File: src/rtl/expr_resp_misr.sv
// ---------------------------------------------------------------------------
// expr_resp_misr
//
// Response compactor for the 90-bit result bus of an expression block. Over a
// run of a programmed number of vectors, every accepted result word is folded
// down to 32 bits and shifted into a multiple-input signature register (MISR).
// When the last vector is in, the signature is compared against a golden value
// captured at start, so regression only has to look at one pass/fail per run.
//
// Ports
//   clk        in   1      sole clock, rising edge
//   rst        in   1      asynchronous, active-high reset
//   start      in   1      run start pulse, honoured in IDLE or DONE only
//   num_vec    in   CNT_W  vectors in the run, captured on start
//   golden     in   SIG_W  expected signature, captured on start
//   y_valid    in   1      upstream word valid
//   y          in   Y_W    upstream result word
//   y_ready    out  1      word accepted this cycle when y_valid is high
//   busy       out  1      run in progress
//   done       out  1      run complete, pass is meaningful
//   pass       out  1      signature matches captured golden
//   signature  out  SIG_W  current MISR value
//   vec_count  out  CNT_W  words accepted in the current run
// ---------------------------------------------------------------------------
module expr_resp_misr #(
  parameter int               Y_W   = 90,
  parameter int               SIG_W = 32,
  parameter int               CNT_W = 16,
  parameter logic [SIG_W-1:0] POLY  = 32'h04C11DB7,
  parameter logic [SIG_W-1:0] SEED  = 32'hFFFFFFFF
) (
  input  logic             clk,
  input  logic             rst,
  input  logic             start,
  input  logic [CNT_W-1:0] num_vec,
  input  logic [SIG_W-1:0] golden,
  input  logic             y_valid,
  input  logic [Y_W-1:0]   y,
  output logic             y_ready,
  output logic             busy,
  output logic             done,
  output logic             pass,
  output logic [SIG_W-1:0] signature,
  output logic [CNT_W-1:0] vec_count
);

  typedef enum logic [1:0] {
    S_IDLE = 2'd0,
    S_RUN  = 2'd1,
    S_DONE = 2'd2
  } state_t;

  // Three-way XOR fold of the result word: low word, middle word and the
  // zero-extended 26-bit top slice.
  function automatic logic [SIG_W-1:0] fold_word(input logic [Y_W-1:0] word);
    logic [SIG_W-1:0] lo;
    logic [SIG_W-1:0] mid;
    logic [SIG_W-1:0] hi;
    lo  = word[SIG_W-1:0];
    mid = word[2*SIG_W-1:SIG_W];
    hi  = SIG_W'(word[Y_W-1:2*SIG_W]);
    return lo ^ mid ^ hi;
  endfunction

  // One MISR step: shift left, feed back POLY when the MSB falls out, then
  // inject the folded word.
  function automatic logic [SIG_W-1:0] misr_step(input logic [SIG_W-1:0] sig,
                                                 input logic [SIG_W-1:0] fold);
    logic [SIG_W-1:0] fb;
    fb = sig[SIG_W-1] ? POLY : '0;
    return {sig[SIG_W-2:0], 1'b0} ^ fb ^ fold;
  endfunction

  state_t           r_state;
  state_t           w_state_nxt;
  logic [SIG_W-1:0] r_sig;
  logic [CNT_W-1:0] r_cnt;
  logic [CNT_W-1:0] r_num;
  logic [SIG_W-1:0] r_golden;

  logic             w_start_ok;
  logic             w_accept;
  logic [CNT_W-1:0] w_cnt_inc;
  logic             w_last;
  logic [SIG_W-1:0] w_sig_nxt;

  // start only counts outside RUN; a pulse during a run is dropped entirely,
  // including its num_vec/golden values.
  assign w_start_ok = start && (r_state != S_RUN);
  assign w_accept   = (r_state == S_RUN) && y_valid;
  assign w_cnt_inc  = r_cnt + 1'b1;
  assign w_last     = w_accept && (w_cnt_inc == r_num);
  assign w_sig_nxt  = misr_step(r_sig, fold_word(y));

  always_comb begin
    w_state_nxt = r_state;
    case (r_state)
      S_IDLE, S_DONE: begin
        if (start) begin
          w_state_nxt = (num_vec == '0) ? S_DONE : S_RUN;
        end
      end
      S_RUN: begin
        if (w_last) begin
          w_state_nxt = S_DONE;
        end
      end
      default: w_state_nxt = S_IDLE;
    endcase
  end

  // control and signature state
  always_ff @(posedge clk or posedge rst) begin
    if (rst) begin
      r_state <= S_IDLE;
      r_sig   <= SEED;
      r_cnt   <= '0;
    end else begin
      r_state <= w_state_nxt;
      if (w_start_ok) begin
        r_sig <= SEED;
        r_cnt <= '0;
      end else if (w_accept) begin
        r_sig <= w_sig_nxt;
        r_cnt <= w_cnt_inc;
      end
    end
  end

  // run parameters; only read once a start has loaded them, so no reset
  always_ff @(posedge clk) begin
    if (w_start_ok) begin
      r_num    <= num_vec;
      r_golden <= golden;
    end
  end

  // outputs decoded from registered state only
  assign y_ready   = (r_state == S_RUN);
  assign busy      = (r_state == S_RUN);
  assign done      = (r_state == S_DONE);
  assign pass      = (r_state == S_DONE) && (r_sig == r_golden);
  assign signature = r_sig;
  assign vec_count = r_cnt;

endmodule

File: config.mk
export PLATFORM = sky130hd
export DESIGN_NAME = expr_resp_misr
export DESIGN_NICKNAME = d
export VERILOG_FILES = /design/src/rtl/expr_resp_misr.sv
export SDC_FILE = /design/constraint.sdc
export NUM_CORES = 1
export LEC_CHECK = 0
export CAP_MARGIN = 5
export CORE_ASPECT_RATIO = 1.4
export CORE_MARGIN = 5
export CORE_UTILIZATION = 49
export DETAILED_ROUTE_END_ITERATION = 16
export PLACE_DENSITY = 0.87
export SYNTH_ARGS = -nofsm -noshare
export SYNTH_HDL_FRONTEND = slang
export SYNTH_SLANG_ARGS = --single-unit
File: constraint.sdc
create_clock -name clk -period 4 [get_ports clk]
set_input_delay 0.8 -clock clk [delete_from_list [all_inputs] [get_ports clk]]
set_output_delay 0.8 -clock clk [all_outputs]
set_load 0.05 [all_outputs]
==> results of run 1 <==
[synthesized netlist by cell type]
cell type and instances:
a2111oi_0 2, a211o_1 1, a21o_1 1, a21oi_1 37, a221oi_1 1, a22o_1 2, a41oi_1 1, and3_1 3
and3b_1 1, and4_1 1, buf_1 1, buf_2 7, buf_4 2, clkbuf_1 12, dfrtp_1 18, dfstp_2 32
edfxtp_1 48, ha_1 1, inv_1 8, mux2i_1 1, nand2_1 19, nand2b_1 1, nand3_1 12, nand4_1 11
nand4_4 1, nand4b_1 1, nor2_1 45, nor3_1 7, nor3b_1 1, nor4_1 7, nor4_2 2, nor4b_1 2
o211a_1 1, o211ai_1 3, o21ai_0 22, o22ai_1 5, o31ai_1 5, or2_2 1, or3_1 1, or4_4 1
xnor2_1 126, xor2_1 31
[final cells by class]
type / count / area [um2] / area share [%]
well taps: 141 / 176 / 2.30
flip-flops and latches: 98 / 2730 / 35.6
repair buffers: 198 / 1970 / 25.6
inverters: 8 / 30.0 / 0.391
clock buffers: 9 / 225 / 2.93
clock inverters: 7 / 83.8 / 1.09
multi-input cells: 357 / 2460 / 32.0
[metrics by stage]
stage	utilization (%)	total power (uW)	std cells	hold slack (ns)	area, um2
2_1_floorplan	-	2910	485	0.566	5320
5_1_grt	71.4	4700	818	0.554	7670
3_5_place_dp	68.5	3630	802	0.523	7360
6_report	71.4	4520	818	0.534	7670
3_3_place_gp	68.5	3580	802	0.517	7360
4_1_cts	71.4	4550	818	0.536	7670
[cells by family after synthesis]
kind of cell    after synthesis  synth area share [%]
xor+xnor                    157                  25.9
simple gates                117                  11.2
flops                        98                  51.4
mux                           1                 0.188
fa+ha+maj                     1                 0.235
compound gates               81                  8.75
buf+inv                      30                  2.42
[worst paths after layout]
kind,cells after the start,endpoint
worst max register to register,7,r_state[0]$_DFFE_PP0P_
min in group asynchronous,2,vec_count[0]$_DFFE_PP0P_
max in group asynchronous,2,vec_count[10]$_DFFE_PP0P_
worst max-delay path,6,pass
worst min-delay path,2,signature[18]$_DFFE_PP1P_
worst min register to register,2,signature[18]$_DFFE_PP1P_
[where the power goes]
group	internal (uW)	switching (uW)
Sequential	1340	268
Combinational	873	1140
Clock	540	370
Total	2750	1780
[cells in the final DEF (no fill, tap or decap), drive strengths merged, types with 2 or more instances in the layout]
cell type,n
clkdlybuf4s50,192
xnor2,126
edfxtp,48
nor2,45
a21oi,37
dfstp,32
xor2,31
o21ai,22
nand2,19
dfrtp,18
nand3,12
nand4,12
clkbuf,9
nor4,9
inv,8
nor3,7
buf,6
o22ai,5
o31ai,5
clkinv,4
and3,3
o211ai,3
nor4b,2
a2111oi,2
a22o,2
bufinv,2
[registers in the layout (all words and copies together) (netlist names)]
signal / count
r_golden: 32
r_num: 16
r_state: 2
signature: 32
vec_count: 16
[per-layer routing]
metal  up-vias  share of wire, %  routed length [um]
met4         0               4.3                 695
met5         -                 0                   0
li1       2061                 -                   -
met3        49               8.9                1440
met2       272                53                8600
met1      2148                34                5520
[worst max-delay path: cells and delay by family, from the launching register on]
family | cells | cell delay [ns]
simple gates | 4 | 1.11
flops | 1 | 0.58
buf+inv | 1 | 0.29
xor+xnor | 1 | 0.13
==> summary.md, run 1 <==
| Metric | Value |
|---|---|
| Status | `finished, final reports clean` |
| Initial core utilization | `49.5%` |
| Syn Nets | `628` |
| Routing usage on met1 | `26.1%` |
| CTS Sinks | `98` |
| Clock Tree Buf Depth | `2` |
| Worst path slowest cell | `dfstp_2` |
| Worst-Skew Late Latency | `0.35 ns` |
| Startpoint Class | `register` |
| Core Region | `10800 um2` |
| Mapped Avg Cell Area | `11.0 um2` |
| Register area share after synthesis | `51.4%` |
| Post-CTS sizing | `0` |
| Global-route wire length before repair | `24900 um` |
| Post-route ant nets | `0` |
| WL/cell | `19.9 um` |
| Period Utilization, post-route | `81.4%` |
| Post-CTS setup buffers | `0` |
| Vias in the first global route | `4808` |
| Routed WL | `16300 um` |
| CP arrival | `2.45 ns` |
| Hpwl dp | `12400 um` |
| Port Buffers | `193` |
| CP endpoint kind | `primary output` |
| Via count | `4530` |
| Crit path largest cell delay | `0.58 ns` |
| Area delta synth->final | `44.3%` |
| Initial antenna violation count | `0` |
| H-tree Lvls | `3` |
| TritonCTS clock tree | `built` |
| P per Cell Area | `590 nW/um2` |
| HP Start | `signature[18]$_DFFE_PP1P_` |
| Setup crit start | `signature[10]$_DFFE_PP1P_` |
| Largest net degree at the start of global routing | `51` |
| DIE WIDTH | `98.1 um` |
| Die area | `13100 um2` |
| Cells after Synth | `485` |
| Post-synth top area cell | `edfxtp_1` |
| Drt first-iter violations | `268` |
| GR Util met3 | `5.66%` |
| Met2 Track Usage GR | `44.9%` |
| Share of layout cells above drive strength 1 | `8.71%` |
| Worst slew pin tran | `1.09 ns` |
| Worst hold path class | `reg -> reg` |
| Slew HR | `27.1%` |
| GRT Overall Usage | `24.8%` |
| Leak pwr | `0.00268 uW` |
| Final number of max-transition violations | `0` |
| Flop-to-flop setup slack | `1.49 ns` |
| Number of buffers created by CTS | `9` |
| Die Span Y | `133 um` |
| Clk_skew | `0.00457 ns` |
| Row count | `45` |
| CP Cell Sequence | `xnor2_1, nand4_1, nor4_1, nand4_1, nor4_1, buf_4` |
| Cell variety after synth | `42` |
| CTS Hold Bufs | `0` |
| Fin crit period | `3.25 ns` |
| Setup ws final | `0.745 ns` |
| RSZ-0062 raised after global routing | `no` |
| Synth Register Bits | `98` |
| Max-cap violations | `0` |
| Final TNS setup | `0 ns` |
| Yosys Warn Count | `0` |
| Final nets | `815` |
| Filler cells | `739` |
| Drt drc | `0` |
| Max FO, Critical Path | `4` |
| Final Hold Vio Count | `0` |
| Top cell type's share of synthesized area | `27.1%` |
| Worst EP required | `3.20 ns` |
| Grt peak-use layer | `met2` |
| Peak supply drop | `0.361 mV` |
| Drt first pass iters | `5` |
| Reg clk slew, reported paths | `0.06 ns` |
| Ports | `194` |
| Final setup fails | `0` |
| Pre-CTS WS | `1.06 ns` |
| Fmax | `307 MHz` |
| CTS root buf | `clkbuf_16` |
| Crit Reg-Reg Startpoint | `vec_count[0]$_DFFE_PP0P_` |
| Gr ovfl total | `0` |
| Critical setup path kind | `reg -> out` |
| Most area-consuming cells after synthesis | `edfxtp_1, xnor2_1, dfstp_2` |
| Vias per std cell | `5.54` |
| Inserted Diodes | `0` |
| Gp weighted congestion | `0.924` |
| Mapped Area | `5320 um2` |
Power figures use the tool's default switching activity.
==> run 2: changes to the inputs <==
CORE_UTILIZATION = 45   (was 49)
PLACE_DENSITY = 0.81   (was 0.87)
clock period = 3.3 ns   (was 4 ns; I/O delays follow)
==> run 2 against run 1 <==
Against the previous run: cell count up 1.2%; worst hold slack improved by 0.0015 ns; clock-buffer cell count grew 2; die area is 8.1% higher; cell area up 0.73%; non-clock buffer count is 4 higher; largest cell class unchanged; highest routed layer unchanged.
==> summary.md, run 2 (synthesis results as in run 1) <==
| Metric | Value |
|---|---|
| Largest net degree at the start of global routing | `44 (-14%)` |
| Drt drc | `0 (unchanged)` |
| Worst hold path class | `reg -> reg` |
| Initial antenna violation count | `0 (unchanged)` |
| Post-route ant nets | `0 (unchanged)` |
| Final TNS setup | `0 ns (unchanged)` |
| Vias in the first global route | `4970 (+3.4%)` |
| H-tree Lvls | `3 (unchanged)` |
| Fmax | `337 MHz` |
| Gp weighted congestion | `0.969 (+4.9%)` |
| Final number of max-transition violations | `0 (unchanged)` |
| Startpoint Class | `register` |
| RSZ-0062 raised after global routing | `no` |
| CTS Hold Bufs | `0 (unchanged)` |
| Clock Tree Buf Depth | `2 (unchanged)` |
| Initial core utilization | `45.5% (-4.0 points)` |
| Via count | `4531 (+0.022%)` |
| Worst slew pin tran | `0.556 ns (-0.536 ns)` |
| Most frequent cells in the layout | `clkdlybuf4s50_1, xnor2_1, edfxtp_1, nor2_1, a21oi_1` |
| Commonest non-fill, non-tap cell in the layout | `clkdlybuf4s50_1` |
| Final setup fails | `0 (unchanged)` |
| DIE WIDTH | `102 um (+3.9%)` |
| TritonCTS clock tree | `built` |
| Core Region | `11700 um2 (+8.8%)` |
| Max FO, Critical Path | `4 (unchanged)` |
| Worst Hold Slack | `0.536 ns (+0.00153 ns)` |
| Leak pwr | `0.00270 uW (+0.63%)` |
| Total power | `5440 uW (+20%)` |
| Number of buffers created by CTS | `9 (unchanged)` |
| Worst-Skew Late Latency | `0.34 ns (about the same)` |
| Routed WL | `16200 um (-0.40%)` |
| Clk_skew | `0.00607 ns (+0.00150 ns)` |
| Hpwl dp | `12700 um (+2.3%)` |
| Post-CTS setup buffers | `0 (unchanged)` |
| Ports | `194 (unchanged)` |
| CTS root buf | `clkbuf_16` |
| Peak supply drop | `0.446 mV (+23%)` |
| CP endpoint kind | `primary output` |
| Area delta synth->final | `45.3%` |
| Filler cells | `880 (+19%)` |
| Worst EP required | `2.64 ns (-0.56 ns)` |
| Row count | `47 (+4.4%)` |
| Period Utilization, post-route | `90.0%` |
| Status | `finished, final reports clean` |
| Gr ovfl total | `0 (unchanged)` |
| Drt first-iter violations | `227 (-15%)` |
| Share of layout cells above drive strength 1 | `9.54% (+0.83 points)` |
| Slew HR | `62.8% (+36 points)` |
| Drt first pass iters | `5 (unchanged)` |
| WL/cell | `19.6 um (-1.6%)` |
| Die area | `14100 um2 (+8.1%)` |
| P per Cell Area | `703 nW/um2 (+19%)` |
| Final nets | `819 (+0.49%)` |
| Die Span Y | `139 um (+4.0%)` |
| Final Hold Vio Count | `0 (unchanged)` |
| Critical setup path kind | `reg -> out` |
| CTS Sinks | `98 (unchanged)` |
| Vias per std cell | `5.47 (-1.2%)` |
| Max-cap violations | `0 (unchanged)` |
| Reg clk slew, reported paths | `0.07 ns (about the same)` |
| Inserted Diodes | `0 (unchanged)` |
| CP arrival | `2.31 ns (-0.14 ns)` |
| Port Buffers | `193 (unchanged)` |
| Fin crit period | `2.97 ns` |
| Post-CTS sizing | `0 (unchanged)` |
| Global-route wire length before repair | `25200 um (+1.5%)` |
| GRT Overall Usage | `23.2% (-1.5 points)` |
run 2: path summary, 6_finish.rpt:
path,start,to,slack (ns),cells past startpoint
worst max-delay path,signature[21]$_DFFE_PP1P_,pass,0.33,6
worst min-delay path,signature[16]$_DFFE_PP1P_,signature[16]$_DFFE_PP1P_,0.54,2
worst max register to register,vec_count[0]$_DFFE_PP0P_,r_state[0]$_DFFE_PP0P_,0.70,7
worst min register to register,signature[16]$_DFFE_PP1P_,signature[16]$_DFFE_PP1P_,0.54,2
max in group asynchronous,rst,signature[29]$_DFFE_PP1P_,1.82,3
min in group asynchronous,rst,vec_count[1]$_DFFE_PP0P_,0.65,2
run 2: through the flow:
stage / worst slack [ns] / instances / utilization [%] / cell area [um2]
CTS: 0.284 / 828 / 66.1 / 7730
detailed placement: 0.715 / 812 / 63.5 / 7430
global placement: 0.738 / 812 / 63.5 / 7430
floorplan: 0.0708 / 485 / - / 5330
finish: 0.329 / 828 / 66.1 / 7730
global route: 0.140 / 828 / 66.1 / 7730
run 2: final cells by class:
type	count	area [um2]	area share, %
flip-flops and latches	98	2730	35.4
clock inverters	5	63.8	0.826
repair buffers	202	2020	26.2
clock buffers	11	233	3.01
inverters	8	30.0	0.388
well taps	147	184	2.38
multi-input cells	357	2460	31.9
run 2: metal layers:
metal,GRT usage [%],part of all wire (%),up-vias
li1,-,-,2060
met1,25.3,34,2145
met2,41.9,54,284
met3,5.79,8.9,42
met4,9.74,3.6,0
met5,0,0,-
run 2: worst max-delay path, stage by stage (launching register included):
cell	delay, ns
dfstp_2	0.58
xnor2_1	0.17
nand4_1	0.20
nor4_1	0.27
nand4_1	0.14
nor4_2	0.43
buf_12	0.19
run 2: where the power goes:
part / internal [uW] / switching, uW / total [uW]
Combinational: 1060 / 1380 / 2440
Clock: 594 / 452 / 1050
Sequential: 1620 / 334 / 1950
Total: 3270 / 2160 / 5440
==> run 3: changes to the inputs <==
--- a/config.mk
+++ b/config.mk
@@ -8,5 +8,5 @@
 export CAP_MARGIN = 5
 export CORE_ASPECT_RATIO = 1.4
-export CORE_MARGIN = 5
+export CORE_MARGIN = 3
 export CORE_UTILIZATION = 45
 export DETAILED_ROUTE_END_ITERATION = 16
==> constraint.sdc (replaced) <==
create_clock -name clk -period 3.3 [get_ports clk]
set_input_delay 0.99 -clock clk [delete_from_list [all_inputs] [get_ports clk]]
set_output_delay 0.99 -clock clk [all_outputs]
set_load 0.05 [all_outputs]
==> run 3 against run 2 <==
Against the previous run: non-clock buffer count unchanged; sequential power about the same; combinational power about the same; critical path type unchanged; fmax down 5.5%; worst hold slack worse by 0.0071 ns; highest routed layer unchanged; routed wire length down 1.7%; clock skew down 0.00054 ns; critical endpoint unchanged; total power down 1.4%; global-route usage up 1.0 points; setup slack worse by 0.17 ns.
==> summary.md, run 3 (synthesis results as in run 1) <==
| Metric | Value |
|---|---|
| Inserted Diodes | `0 (unchanged)` |
| Setup ws final | `0.158 ns (-0.172 ns)` |
| Peak supply drop | `0.507 mV (+14%)` |
| Critical setup path kind | `reg -> out` |
| Row count | `46 (-2.1%)` |
| Post-CTS setup buffers | `0 (unchanged)` |
| DIE WIDTH | `97.9 um (-3.9%)` |
| Area delta synth->final | `45.1%` |
| Drt drc | `0 (unchanged)` |
| Initial antenna violation count | `0 (unchanged)` |
| Min-Delay Path Depth | `2 (unchanged)` |
| Post-CTS sizing | `0 (unchanged)` |
| Share of layout cells above drive strength 1 | `9.25% (-0.29 points)` |
| Vias in the first global route | `4786 (-3.7%)` |
| Combinational share of power | `45.4% (+0.6 points)` |
| Flop-to-flop setup slack | `0.80 ns (+0.10 ns)` |
| Worst hold path class | `reg -> reg` |
| GR Util met3 | `5.58% (-0.21 points)` |
| Met2 Track Usage GR | `45.8% (+3.9 points)` |
| Leak pwr | `0.00270 uW (+0.15%)` |
| Register area | `2730 um2 (unchanged)` |
| Fraction of power spent switching nets | `40.0% (+0.24 points)` |
| Drt first pass iters | `5 (unchanged)` |
| Period Utilization, post-route | `95.2% (+5.2 points)` |
| Most frequent cells in the layout | `clkdlybuf4s50_1, xnor2_1, edfxtp_1, nor2_1, a21oi_1` |
| Final number of max-transition violations | `0 (unchanged)` |
| HP Start | `signature[28]$_DFFE_PP1P_` |
| Routing usage on met1 | `25.7% (+0.38 points)` |
| Pre-CTS WS | `0.398 ns (-0.317 ns)` |
| Gr ovfl total | `0 (unchanged)` |
| Fmax | `318 MHz (-5.5%)` |
| Clk_skew | `0.00553 ns (-0.000538 ns)` |
| Clock power share | `18.1% (-1.1 points)` |
| Reg power frac | `36.5% (+0.6 points)` |
| Reg clk slew, reported paths | `0.07 ns (about the same)` |
| Via count | `4472 (-1.3%)` |
| P per Cell Area | `695 nW/um2 (-1.2%)` |
| TritonCTS clock tree | `built` |
| Final setup fails | `0 (unchanged)` |
| CTS Hold Bufs | `0 (unchanged)` |
| Startpoint Class | `register` |
| WHS Endpoint | `signature[28]$_DFFE_PP1P_` |
| Routed WL | `15900 um (-1.7%)` |
| Global-route wire length before repair | `24800 um (-1.8%)` |
| Crit Reg-Reg Startpoint | `vec_count[0]$_DFFE_PP0P_` |
| P_int | `3220 uW (-1.8%)` |
| CP endpoint kind | `primary output` |
| RSZ-0062 raised after global routing | `no` |
| Drt first-iter violations | `234 (+3.1%)` |
| H-tree Lvls | `3 (unchanged)` |
| Final Hold Vio Count | `0 (unchanged)` |
| Clock Tree Buf Depth | `2 (unchanged)` |
| CTS Sinks | `98 (unchanged)` |
| Hpwl dp | `12200 um (-3.8%)` |
| Final TNS setup | `0 ns (unchanged)` |
| CP arrival | `2.15 ns (-0.16 ns)` |
| RR Endpoint | `r_state[0]$_DFFE_PP0P_` |
| Grt peak-use layer | `met2` |
| Worst-Skew Late Latency | `0.34 ns (about the same)` |
| Port Buffers | `193 (unchanged)` |
| Post-route ant nets | `0 (unchanged)` |
| Max-cap violations | `0 (unchanged)` |
| Gp weighted congestion | `1.01 (+3.9%)` |
| Status | `finished, final reports clean` |
| Die area | `13200 um2 (-6.7%)` |
| Switching power | `2150 uW (-0.81%)` |
| GRT Overall Usage | `24.3% (+1.0 points)` |
| Multi-input logic area | `2470 um2 (+0.36%)` |
| Ports | `194 (unchanged)` |
| R2R depth | `7 (unchanged)` |
| Die Span Y | `135 um (-2.9%)` |
| WL/cell | `19.3 um (-1.3%)` |
| Final nets | `819 (unchanged)` |
| Slew HR | `60.3% (-2.5 points)` |
| Core Region | `11500 um2 (-2.1%)` |
| Worst EP required | `2.31 ns (-0.33 ns)` |
| Number of buffers created by CTS | `9 (unchanged)` |
| Largest net degree at the start of global routing | `44 (unchanged)` |
| Worst slew pin tran | `0.590 ns (+0.0336 ns)` |
| Filler cells | `860 (-2.3%)` |
| Fin crit period | `3.14 ns (+0.172 ns)` |
| CTS root buf | `clkbuf_16` |
| Max FO, Critical Path | `4 (unchanged)` |
| Initial core utilization | `46.4% (+0.99 points)` |
| Commonest non-fill, non-tap cell in the layout | `clkdlybuf4s50_1` |
| Vias per std cell | `5.42 (-0.94%)` |
## run 3: layout make-up
| type | count | share of cell area (%) |
|---|---|---|
| inverters | 8 | 0.389 |
| flip-flops and latches | 98 | 35.4 |
| multi-input cells | 357 | 32.1 |
| repair buffers | 202 | 26.4 |
| clock buffers | 14 | 3.29 |
| well taps | 144 | 2.33 |
| clock inverters | 2 | 0.162 |
## run 3: how the worst max path moves through the flow
stage / from / end / slack (ns) / cells past startpoint
2_1_floorplan: signature[31]$_DFFE_PP1P_ / pass / 0.0009 / 6
3_3_place_gp: signature[21]$_DFFE_PP1P_ / pass / 0.47 / 6
3_5_place_dp: signature[17]$_DFFE_PP1P_ / pass / 0.40 / 6
4_1_cts: signature[10]$_DFFE_PP1P_ / pass / 0.003 / 6
5_1_grt: signature[10]$_DFFE_PP1P_ / pass / 0.03 / 6
6_report: signature[10]$_DFFE_PP1P_ / pass / 0.16 / 6
## run 3: stage by stage
| step | cell area [um2] | hold slack, ns | power (uW) | utilization, % | std cells |
|---|---|---|---|---|---|
| 2_1_floorplan | 5330 | 0.566 | 3530 | - | 485 |
| 3_3_place_gp | 7450 | 0.516 | 4350 | 65.1 | 809 |
| 3_5_place_dp | 7450 | 0.519 | 4410 | 65.1 | 809 |
| 4_1_cts | 7720 | 0.533 | 5400 | 67.4 | 825 |
| 5_1_grt | 7720 | 0.541 | 5600 | 67.4 | 825 |
| 6_report | 7720 | 0.529 | 5360 | 67.4 | 825 |
## run 3: power groups by stage
stage / Clock [uW] / Sequential, uW / Combinational [uW]
global route: 1040 / 1990 / 2570
global placement: 0 / 1960 / 2400
detailed placement: 0 / 1970 / 2430
floorplan: 0 / 2590 / 948
CTS: 984 / 1960 / 2460
finish: 971 / 1950 / 2440
## run 3: routing by layer
metal | routed length [um] | vias to the layer above
met1 | 5440 | 2130
met5 | 0 | -
met2 | 8730 | 248
met3 | 1270 | 31
li1 | - | 2063
met4 | 482 | 0
## run 3: worst max-delay path: stages (launching register included)
cell     delay [ns]
dfstp_2        0.58
xnor2_1        0.14
nand4_1        0.15
nor4_1         0.29
nand4_1        0.19
nor4_4         0.27
buf_12         0.18
